**config.mk**
```make
export PLATFORM = sky130hd
export DESIGN_NAME = csa_key_sched_ctrl
export DESIGN_NICKNAME = d
export VERILOG_FILES = /design/src/rtl/csa_pkg.sv /design/src/rtl/csa_rr_arb.sv /design/src/rtl/csa_key_sched_ctrl.sv
export SDC_FILE = /design/constraint.sdc
export NUM_CORES = 1
export LEC_CHECK = 0
export BUFFER_PORTS_ARGS = -buffer_cell sky130_fd_sc_hd__buf_2
export CELL_PAD_IN_SITES_DETAIL_PLACEMENT = 0
export CELL_PAD_IN_SITES_GLOBAL_PLACEMENT = 2
export CORE_AREA = 10 10 477 479
export CTS_CLUSTER_DIAMETER = 80
export DETAILED_ROUTE_END_ITERATION = 10
export DIE_AREA = 0 0 487 489
export HOLD_SLACK_MARGIN = 0.05
export PLACE_DENSITY_LB_ADDON = 0.3
export SLEW_MARGIN = 10
export SYNTH_ARGS = -nofsm -noshare
export SYNTH_HDL_FRONTEND = slang
export SYNTH_SLANG_ARGS = --single-unit
export TNS_END_PERCENT = 5
```
**constraint.sdc**
```tcl
create_clock -name clk -period 2.4 [get_ports clk]
set_input_delay 0.24 -clock clk [delete_from_list [all_inputs] [get_ports clk]]
set_output_delay 0.24 -clock clk [all_outputs]
set_load 0.005 [all_outputs]
```
**src/rtl/csa_pkg.sv**
```systemverilog
// Shared definitions for the CSA key-schedule sequencer: datapath widths,
// FSM state encoding and the default watchdog limit.
package csa_pkg;

    localparam int CK_W            = 64;   // control word width
    localparam int KK_W            = 448;  // expanded key width (56 bytes)
    localparam int TIMEOUT_DEFAULT = 31;   // WAIT cycles before abort (watchdog build)

    // Sequencer states; encoding is fixed so it can be observed on a debug bus.
    typedef enum logic [1:0] {
        ST_IDLE   = 2'd0,
        ST_LAUNCH = 2'd1,
        ST_WAIT   = 2'd2,
        ST_WRITE  = 2'd3
    } ks_state_e;

endpackage : csa_pkg

```
**src/rtl/csa_rr_arb.sv**
```systemverilog
// Combinational round-robin picker: returns the first asserted request at or
// after rr_ptr_i, wrapping from N_REQ-1 back to 0.
module csa_rr_arb #(
    parameter int N_REQ = 4,
    parameter int IDX_W = $clog2(N_REQ)
) (
    input  logic [N_REQ-1:0] req_i,
    input  logic [IDX_W-1:0] rr_ptr_i,
    output logic [IDX_W-1:0] gnt_idx_o,
    output logic             gnt_valid_o
);

    // One extra bit so rr_ptr + offset can exceed N_REQ-1 before the wrap.
    localparam logic [IDX_W:0] N_REQ_W = (IDX_W + 1)'(N_REQ);

    logic [IDX_W:0] pos_s;

    // Scan offsets from farthest to nearest so the nearest hit wins.
    always_comb begin
        gnt_idx_o   = '0;
        gnt_valid_o = 1'b0;
        pos_s       = '0;
        for (int off = N_REQ - 1; off >= 0; off--) begin
            pos_s = {1'b0, rr_ptr_i} + (IDX_W + 1)'(off);
            if (pos_s >= N_REQ_W) begin
                pos_s = pos_s - N_REQ_W;
            end else begin
                pos_s = pos_s;
            end
            if (req_i[pos_s[IDX_W-1:0]]) begin
                gnt_idx_o   = pos_s[IDX_W-1:0];
                gnt_valid_o = 1'b1;
            end else begin
                gnt_valid_o = gnt_valid_o;
            end
        end
    end

endmodule : csa_rr_arb

```
**src/rtl/csa_key_sched_ctrl.sv**
```systemverilog
// Shares one external CSA key_schedule engine between N_REQ requesters.
// Round-robin grant, one expansion per grant, 448-bit result written to the
// key table at {slot, parity}, then a one-cycle ack to the requester.
// Build option: define CSA_KS_TIMEOUT_EN to add a WAIT-state watchdog that
// aborts a hung expansion after TIMEOUT cycles and pulses err[gnt].
module csa_key_sched_ctrl
    import csa_pkg::*;
#(
    parameter int N_REQ   = 4,
    parameter int SLOT_W  = 4,
    parameter int TIMEOUT = TIMEOUT_DEFAULT
) (
    input  logic                    clk,
    input  logic                    rst,
    input  logic [N_REQ-1:0]        req,
    input  logic [N_REQ*CK_W-1:0]   req_ck,
    input  logic [N_REQ*SLOT_W-1:0] req_slot,
    input  logic [N_REQ-1:0]        req_par,
    output logic [N_REQ-1:0]        ack,
    output logic [N_REQ-1:0]        err,
    output logic                    ks_start,
    output logic [CK_W-1:0]         ks_ck,
    input  logic                    ks_busy,
    input  logic                    ks_done,
    input  logic [KK_W-1:0]         ks_kk,
    output logic                    kt_we,
    output logic [SLOT_W-1:0]       kt_slot,
    output logic                    kt_par,
    output logic [KK_W-1:0]         kt_data,
    output logic                    idle
);

    localparam int             IDX_W    = $clog2(N_REQ);
    localparam logic [IDX_W-1:0] LAST_IDX = IDX_W'(N_REQ - 1);

    // The watchdog counter is 5 bits wide, so the limit must fit in it.
    if ((TIMEOUT < 32'sd1) || (TIMEOUT > 32'sd32)) begin : g_bad_timeout
        $error("csa_key_sched_ctrl: TIMEOUT must be in 1..32");
    end

    // Next round-robin start: one past the requester just serviced.
    function automatic logic [IDX_W-1:0] next_ptr(input logic [IDX_W-1:0] g);
        if (g == LAST_IDX) begin
            next_ptr = '0;
        end else begin
            next_ptr = g + IDX_W'(1'b1);
        end
    endfunction

    ks_state_e         state_q;
    logic [IDX_W-1:0]  rr_ptr_q;
    logic [IDX_W-1:0]  gnt_q;
    logic [CK_W-1:0]   ck_q;
    logic [SLOT_W-1:0] slot_q;
    logic              par_q;
    logic              ks_start_q;
    logic              kt_we_q;
    logic [KK_W-1:0]   kt_data_q;
    logic [N_REQ-1:0]  ack_q;
    logic              idle_q;

    logic [IDX_W-1:0]  arb_idx_s;
    logic              arb_valid_s;
    logic [CK_W-1:0]   sel_ck_s;
    logic [SLOT_W-1:0] sel_slot_s;
    logic              sel_par_s;

`ifdef CSA_KS_TIMEOUT_EN
    localparam logic [4:0] TO_LAST = 5'(TIMEOUT - 32'sd1);
    logic [4:0]       to_cnt_q;
    logic [N_REQ-1:0] err_q;
`endif

    csa_rr_arb #(
        .N_REQ (N_REQ),
        .IDX_W (IDX_W)
    ) u_arb (
        .req_i       (req),
        .rr_ptr_i    (rr_ptr_q),
        .gnt_idx_o   (arb_idx_s),
        .gnt_valid_o (arb_valid_s)
    );

    // Mux the winning requester's control word, slot and parity.
    always_comb begin
        sel_ck_s   = '0;
        sel_slot_s = '0;
        sel_par_s  = 1'b0;
        for (int i = 0; i < N_REQ; i++) begin
            if (arb_idx_s == IDX_W'(i)) begin
                sel_ck_s   = req_ck[i*CK_W +: CK_W];
                sel_slot_s = req_slot[i*SLOT_W +: SLOT_W];
                sel_par_s  = req_par[i];
            end else begin
                sel_par_s  = sel_par_s;
            end
        end
    end

    // Sequencer FSM with all outputs registered; pulses default low each cycle.
    always_ff @(posedge clk or negedge rst) begin
        if (!rst) begin
            state_q    <= ST_IDLE;
            rr_ptr_q   <= '0;
            gnt_q      <= '0;
            ck_q       <= '0;
            slot_q     <= '0;
            par_q      <= 1'b0;
            ks_start_q <= 1'b0;
            kt_we_q    <= 1'b0;
            kt_data_q  <= '0;
            ack_q      <= '0;
            idle_q     <= 1'b1;
`ifdef CSA_KS_TIMEOUT_EN
            to_cnt_q   <= '0;
            err_q      <= '0;
`endif
        end else begin
            ks_start_q <= 1'b0;
            kt_we_q    <= 1'b0;
            ack_q      <= '0;
`ifdef CSA_KS_TIMEOUT_EN
            err_q      <= '0;
`endif
            case (state_q)
                ST_IDLE: begin
                    // Request lines are only looked at here; the latch keeps
                    // the job alive even if the requester drops req later.
                    if (arb_valid_s) begin
                        gnt_q   <= arb_idx_s;
                        ck_q    <= sel_ck_s;
                        slot_q  <= sel_slot_s;
                        par_q   <= sel_par_s;
                        state_q <= ST_LAUNCH;
                        idle_q  <= 1'b0;
                    end else begin
                        state_q <= ST_IDLE;
                        idle_q  <= 1'b1;
                    end
                end
                ST_LAUNCH: begin
                    // After a reset the engine may still be finishing an old
                    // job, so never start it while it reports busy.
                    if (!ks_busy) begin
                        ks_start_q <= 1'b1;
                        state_q    <= ST_WAIT;
`ifdef CSA_KS_TIMEOUT_EN
                        to_cnt_q   <= '0;
`endif
                    end else begin
                        state_q    <= ST_LAUNCH;
                    end
                    idle_q <= 1'b0;
                end
                ST_WAIT: begin
                    if (ks_done) begin
                        kt_data_q     <= ks_kk;
                        kt_we_q       <= 1'b1;
                        ack_q[gnt_q]  <= 1'b1;
                        state_q       <= ST_WRITE;
                        idle_q        <= 1'b0;
                    end
`ifdef CSA_KS_TIMEOUT_EN
                    else if (to_cnt_q == TO_LAST) begin
                        err_q[gnt_q]  <= 1'b1;
                        rr_ptr_q      <= next_ptr(gnt_q);
                        to_cnt_q      <= '0;
                        state_q       <= ST_IDLE;
                        idle_q        <= 1'b1;
                    end else begin
                        to_cnt_q      <= to_cnt_q + 5'd1;
                        state_q       <= ST_WAIT;
                        idle_q        <= 1'b0;
                    end
`else
                    else begin
                        state_q       <= ST_WAIT;
                        idle_q        <= 1'b0;
                    end
`endif
                end
                ST_WRITE: begin
                    // kt_we and ack are high during this cycle.
                    rr_ptr_q <= next_ptr(gnt_q);
                    state_q  <= ST_IDLE;
                    idle_q   <= 1'b1;
                end
                default: begin
                    state_q  <= ST_IDLE;
                    idle_q   <= 1'b1;
                end
            endcase
        end
    end

    assign ack      = ack_q;
    assign ks_start = ks_start_q;
    assign ks_ck    = ck_q;
    assign kt_we    = kt_we_q;
    assign kt_slot  = slot_q;
    assign kt_par   = par_q;
    assign kt_data  = kt_data_q;
    assign idle     = idle_q;
`ifdef CSA_KS_TIMEOUT_EN
    assign err      = err_q;
`else
    assign err      = '0;
`endif

endmodule : csa_key_sched_ctrl
```
# Word level (Yosys, flattened, before mapping)
# Cells that the tools add are included.
# word_totals
register_bits,530
inputBits,732
out_inout_bits,528
# classes
addsub,8
order_cmp,10
eq_ne,7
muxes,47
n_reduce_logical,6
# op_table
cell,count
64-bit 2-to-1 mux,4
4-bit 2-to-1 mux,6
1-bit 2-to-1 mux,20
2-bit 2-to-1 mux,10
2-bit by 3-bit less-than comparator with 1-bit output (second input constant),5
2-bit equality test (second input constant),5
3-bit >= comparator (second input constant),3
1-bit binary-select mux with 2-bit select,4
2-bit case mux with 4 select lines,1
2-bit by 1-bit subtractor with 2-bit output (second input constant),4
2-bit by 2-bit adder with 3-bit output (second input constant),2
2-bit by 1-bit equality test with 1-bit output (second input constant),2
2-bit zero test,2
2-bit AND reduction,2
2-bit by 1-bit adder with 3-bit output (second input constant),1
2-bit by 3-bit >= comparator with 1-bit output (second input constant),1
1-bit case mux with 3 select lines,1
2-bit by 1-bit adder with 2-bit output (second input constant),1
1-bit demux with 2-bit select,1
2-bit by 1-bit >= comparator with 1-bit output (second input constant),1
2-bit OR reduction,1
1-bit logical AND,1

# Depth between registers and ports, before layout
# depth
depth_word,14
ltp_mapped,8
ltp_nobuf,5

# Hierarchy
# A second synthesis with hierarchy kept.
# unflattened
cells_unflattened,1234
area_unflattened_um2,21563.2
# modules_own_cells
mod,instances,cells_each,area_each_um2,seq_area_each_um2
csa_key_sched_ctrl,1,1221,21485.6,13264.0
csa_rr_arb,1,13,77.6,0.0

# Worst setup path after synthesis
# Ideal clock, no wire load.
# synth_timing
path_kind,reg2reg
from,reg state_q[0]
to,reg kt_data_q[433] (netlist: kt_data[433])
setup_ps,125
arrival_time_ps,1624
t_required_ps,2275
path_slack_ps,651
stages_incl_launch_ff,8
n_path_buf,4
path_cell_list,dfrtp_1 inv_1 and3_1 clkbuf_1 buf_2 buf_2 buf_2 mux2_2
# synth_between
elab_chain_cells,2
# synth_rtl
item,line,source
from (decl),csa_key_sched_ctrl.sv:50,ks_state_e state_q;
from (signal assigned),csa_key_sched_ctrl.sv:103,state_q <= ST_IDLE;
from (signal assigned),csa_key_sched_ctrl.sv:134,state_q <= ST_LAUNCH;
from (signal assigned),csa_key_sched_ctrl.sv:137,state_q <= ST_IDLE;
2-bit equality test,csa_key_sched_ctrl.sv:125,case (state_q)
2-bit AND reduction (no source line),n/a,
to (signal assigned),csa_key_sched_ctrl.sv:157,kt_data_q <= ks_kk;
to (decl),csa_key_sched_ctrl.sv:58,logic [KK_W-1:0] kt_data_q;
# Every way passes these cells.
# A chain may end at the register's enable or synchronous reset.

# Final worst setup path
# layout_timing
from,reg rr_ptr_q[1]
to,reg ck_q[7] (netlist: ks_ck[7])
# layout_between
elab_chain_cells,14
# layout_rtl
item,line,source
from (decl),csa_key_sched_ctrl.sv:51,logic [IDX_W-1:0] rr_ptr_q;
from (signal assigned),csa_key_sched_ctrl.sv:184,rr_ptr_q <= next_ptr(gnt_q);
2-bit by 2-bit adder with 3-bit output,csa_rr_arb.sv:24,"pos_s = {1'b0, rr_ptr_i} + (IDX_W + 1)'(off);"
3-bit >= comparator or 2-bit by 1-bit subtractor with 2-bit output (tied branches),"csa_rr_arb.sv:25, csa_rr_arb.sv:26",
2-bit 2-to-1 mux,csa_rr_arb.sv:25,if (pos_s >= N_REQ_W) begin
1-bit binary-select mux with 2-bit select,csa_rr_arb.sv:30,if (req_i[pos_s[IDX_W-1:0]]) begin
1-bit 2-to-1 mux (implied by the code),csa_rr_arb.sv:30,
2-bit 2-to-1 mux (4 in a row),csa_rr_arb.sv:30,
2-bit zero test,csa_key_sched_ctrl.sv:90,if (arb_idx_s == IDX_W'(i)) begin
64-bit 2-to-1 mux (4 in a row),csa_key_sched_ctrl.sv:90,
to (signal assigned),csa_key_sched_ctrl.sv:131,ck_q <= sel_ck_s;
to (decl),csa_key_sched_ctrl.sv:53,logic [CK_W-1:0] ck_q;
# Parallel ways exist; a longest one is shown, timed or not. The select of a mux whose other input is x is not followed.

==> metrics.md <==
| Metric | Value |
|---|---|
| Global-route wire length before repair | 212000 µm |
| Final setup skew | 0.0335 ns |
| Metal2 WL | 71500 µm |
| Final Instance Count excl. Fillers | between 6000 and 7000 |
| Routed vias/inst | 3.23 |
| Clock Latency Late Sink | 0.70 ns |
| CP startpoint | rr_ptr_q[1] |
| Commonest non-fill, non-tap cell in the layout | buf_2 |
| Port bufs | 1255 |
| I/O pins | 1260 |
| Max Used Layer | met5 |
| Crit path setup slack, layout | 0.125 ns |
| Mapped Cells | roughly 1400 |
| Root buffer cell | clkbuf_16 |
| Period utilization | 0.948 |
| Min cycle time layout | around 2.3 ns |
| Placed instance count | 5515 |
| H-tree Lvls | 3 |
| Max cap viols | 0 |
| Crit Reg-Reg Startpoint | rr_ptr_q[1] |
| Crit-path max FO | 5 |
| Final Hold Fails | 0 |
| Register area share after synthesis | 0.620 |
| Synth Cell Area | 0.0214 mm² |
| Synth cell types | 31 |
| Post-route setup TNS | 0 ns |
| Post-DP HPWL | ~130000 µm |
| Pre-CTS setup slack | 0.211 ns |
| Share of cells above drive strength 1 | 0.552 |
| Met1 WL | 64500 µm |
| Setup Viol. Count Final | 0 |
| Total number of clock tree sinks | 530 |
| GRT Resource Usage Total | 0.129 |
| CP endpoint kind | register |
| Initial core utilization | 0.0981 |
| Asr flop ratio synth | 1.00 |
| Grt ovf | 0 |
| Yosys warns | 0 |
| R2r endpoint | ks_ck[7] |
| Die X | roughly 500 µm |
| # DRC | 0 |
| Vias in the first global route | 23204 |
| Most used DFF post-synth | dfrtp_1 |
| Routed wire per std cell | 24.9 µm |
| Metal3 WL | 17900 µm |
| CTS tree | built |
| Worst min path class | input pin to asynchronous set/reset pin |
| Outcome | finished, final reports clean |
| Detailed Routing Iterations Pass 1 | 5 |
| Maximum clock insertion buffer count | 3 |
| Pin count of the biggest net entering global routing | 72 |
| Total CTS buffers | 80 |
| Crit start category | register |
| Max IR drop VDD | roughly 470 µV |
| Rows | 172 |
| Synth-to-Final Area Change | 96.4% |
| Reg2reg path depth | 9 |
| Die ar. | roughly 0.24 mm² |
| Final GP Congestion | ~0.83 |
| Via count | 20719 |
| Initial DRC count | ~940 |
| Pwr/cell area | 1160 mW/mm² |
| Fmax | 440 MHz |
| Antenna violations before repair | 59 |
| Kind of critical path | register to register |
| Number of flops mapped to enable cells by yosys | 0 |
| CP Data Arrival Time | 2.83 ns |
| Core Area | 0.218 mm² |
| Synthesis-stage register bit count | 530 |
| LEAKAGE | 19.3 nW |
| R2R Setup Slk | 0.12 ns |
| Die height | 489 µm |
| # fillers | 24074 |
| Pins over their slew limit | 0 |
| Final #Nets | 4198 |
| Most frequent cells in the layout | buf_2 (1254), dlygate4sd3_1 (729), dfrtp_1 (528), mux2_2 (450), mux2i_1 (139) |
| Reg clk slew, reported paths | 0.06 ns |
| Worst Path Required | 2.95 ns |
| Avg Inst Size Synth | 15.4 µm² |
| Routed wire length | about 160000 µm |
| Post-detailed-route count of antenna-violating nets | 0 |
| RSZ-0062 raised after global routing | false |
[flip-flops by register name, indices dropped and copies added, names as in the netlist, 2 cells and up, named ones only]
register and cells:
ack 4, gnt_q 2, kt_data 448, kt_slot 4
rr_ptr_q 2, ks_ck 64
[layer usage]
metal,global-route usage,vias up
li1,-,9253
met1,0.153,10144
met2,0.202,1105
met3,0.0604,207
met4,0.0499,10
met5,0,-
[critical path, stage by stage (launching register included)]
cell	delay (ns)
dfrtp_2	0.45
nand2_1	0.10
nand3b_1	0.12
a2bb2oi_4	0.18
buf_12	0.14
buf_12	0.12
buf_4	0.13
mux2i_1	0.18
dlygate4sd3_1	0.57
o221ai_1	0.11
[metrics by stage]
stage                     hold WS [ns]  total power, W  utilization  cell area (µm²)
after global placement           0.173          0.0360        0.146            31900
after global routing             0.208          0.0522        0.193            42000
after CTS                        0.147          0.0501        0.192            41900
after detailed placement         0.180          0.0361        0.146            31900
after floorplan                -0.0556          0.0232            -            21400
final                            0.216          0.0488        0.193            42000
[worst max path at each step]
stage | endpoint | depth (start not counted) | slack [ns]
after floorplan | kt_data[433] | 7 | 0.65
after global placement | ks_ck[38] | 8 | 0.21
after detailed placement | ks_ck[0] | 7 | 0.21
after CTS | ks_ck[35] | 8 | 0.04
after global routing | ks_ck[36] | 9 | 0.007
final | ks_ck[7] | 9 | 0.12
[timing repair]
| item | CTS | global route |
|---|---|---|
| hold buffers | 730 | 0 |
| setup endpoints to repair | 0 | 6 |
| endpoints found under the hold margin | 853 | 0 |
| resized for setup | 0 | 3 |
| buffers inserted | 0 | 5 |
[cells by family after synthesis]
family,Yosys count,synth area share
muxes,589,0.302
and+or+nand+nor,92,0.0181
adders and majority gates,4,0.00234
AOI/OAI and AO/OA,77,0.0337
other,1,0.000175
DFF,530,0.620
buffers and inverters,97,0.0241
[cell usage after synthesis, types with 2 or more instances]
cell type / n / area (µm²)
buf_4: 18 / 135
mux2_2: 450 / 5070
buf_6: 2 / 22.5
nor2_1: 2 / 7.51
nand2b_1: 2 / 12.5
dfrtp_1: 529 / 13200
inv_1: 5 / 18.8
nand2_1: 75 / 282
a21oi_1: 4 / 20.0
o221ai_2: 10 / 150
and2_1: 4 / 25.0
ha_1: 4 / 50.1
buf_2: 55 / 275
o221ai_1: 59 / 517
buf_1: 4 / 15.0
nor3_1: 2 / 10.0
clkbuf_1: 13 / 48.8
mux2i_1: 139 / 1390
[layout make-up]
type                    instances  area, µm²  area share
diodes                         23       57.6     0.00137
inverters                       5       18.8    0.000446
clock inverters                32        447      0.0106
flip-flops and latches        530      13300       0.316
well taps                    2871       3590      0.0854
multi-input cells             766       7670       0.183
repair buffers               2079      14700       0.350
clock buffers                 114       2270      0.0540
[power by group]
group / total (W) / switching [W] / leakage, nW / internal [W]
clock: 0.0123 / 0.00498 / 1.32 / 0.00731
combinational: 0.0200 / 0.0105 / 11.6 / 0.00950
sequential: 0.0165 / 0.00307 / 6.38 / 0.0135
No activity file was read; power rests on OpenSTA's default activity.
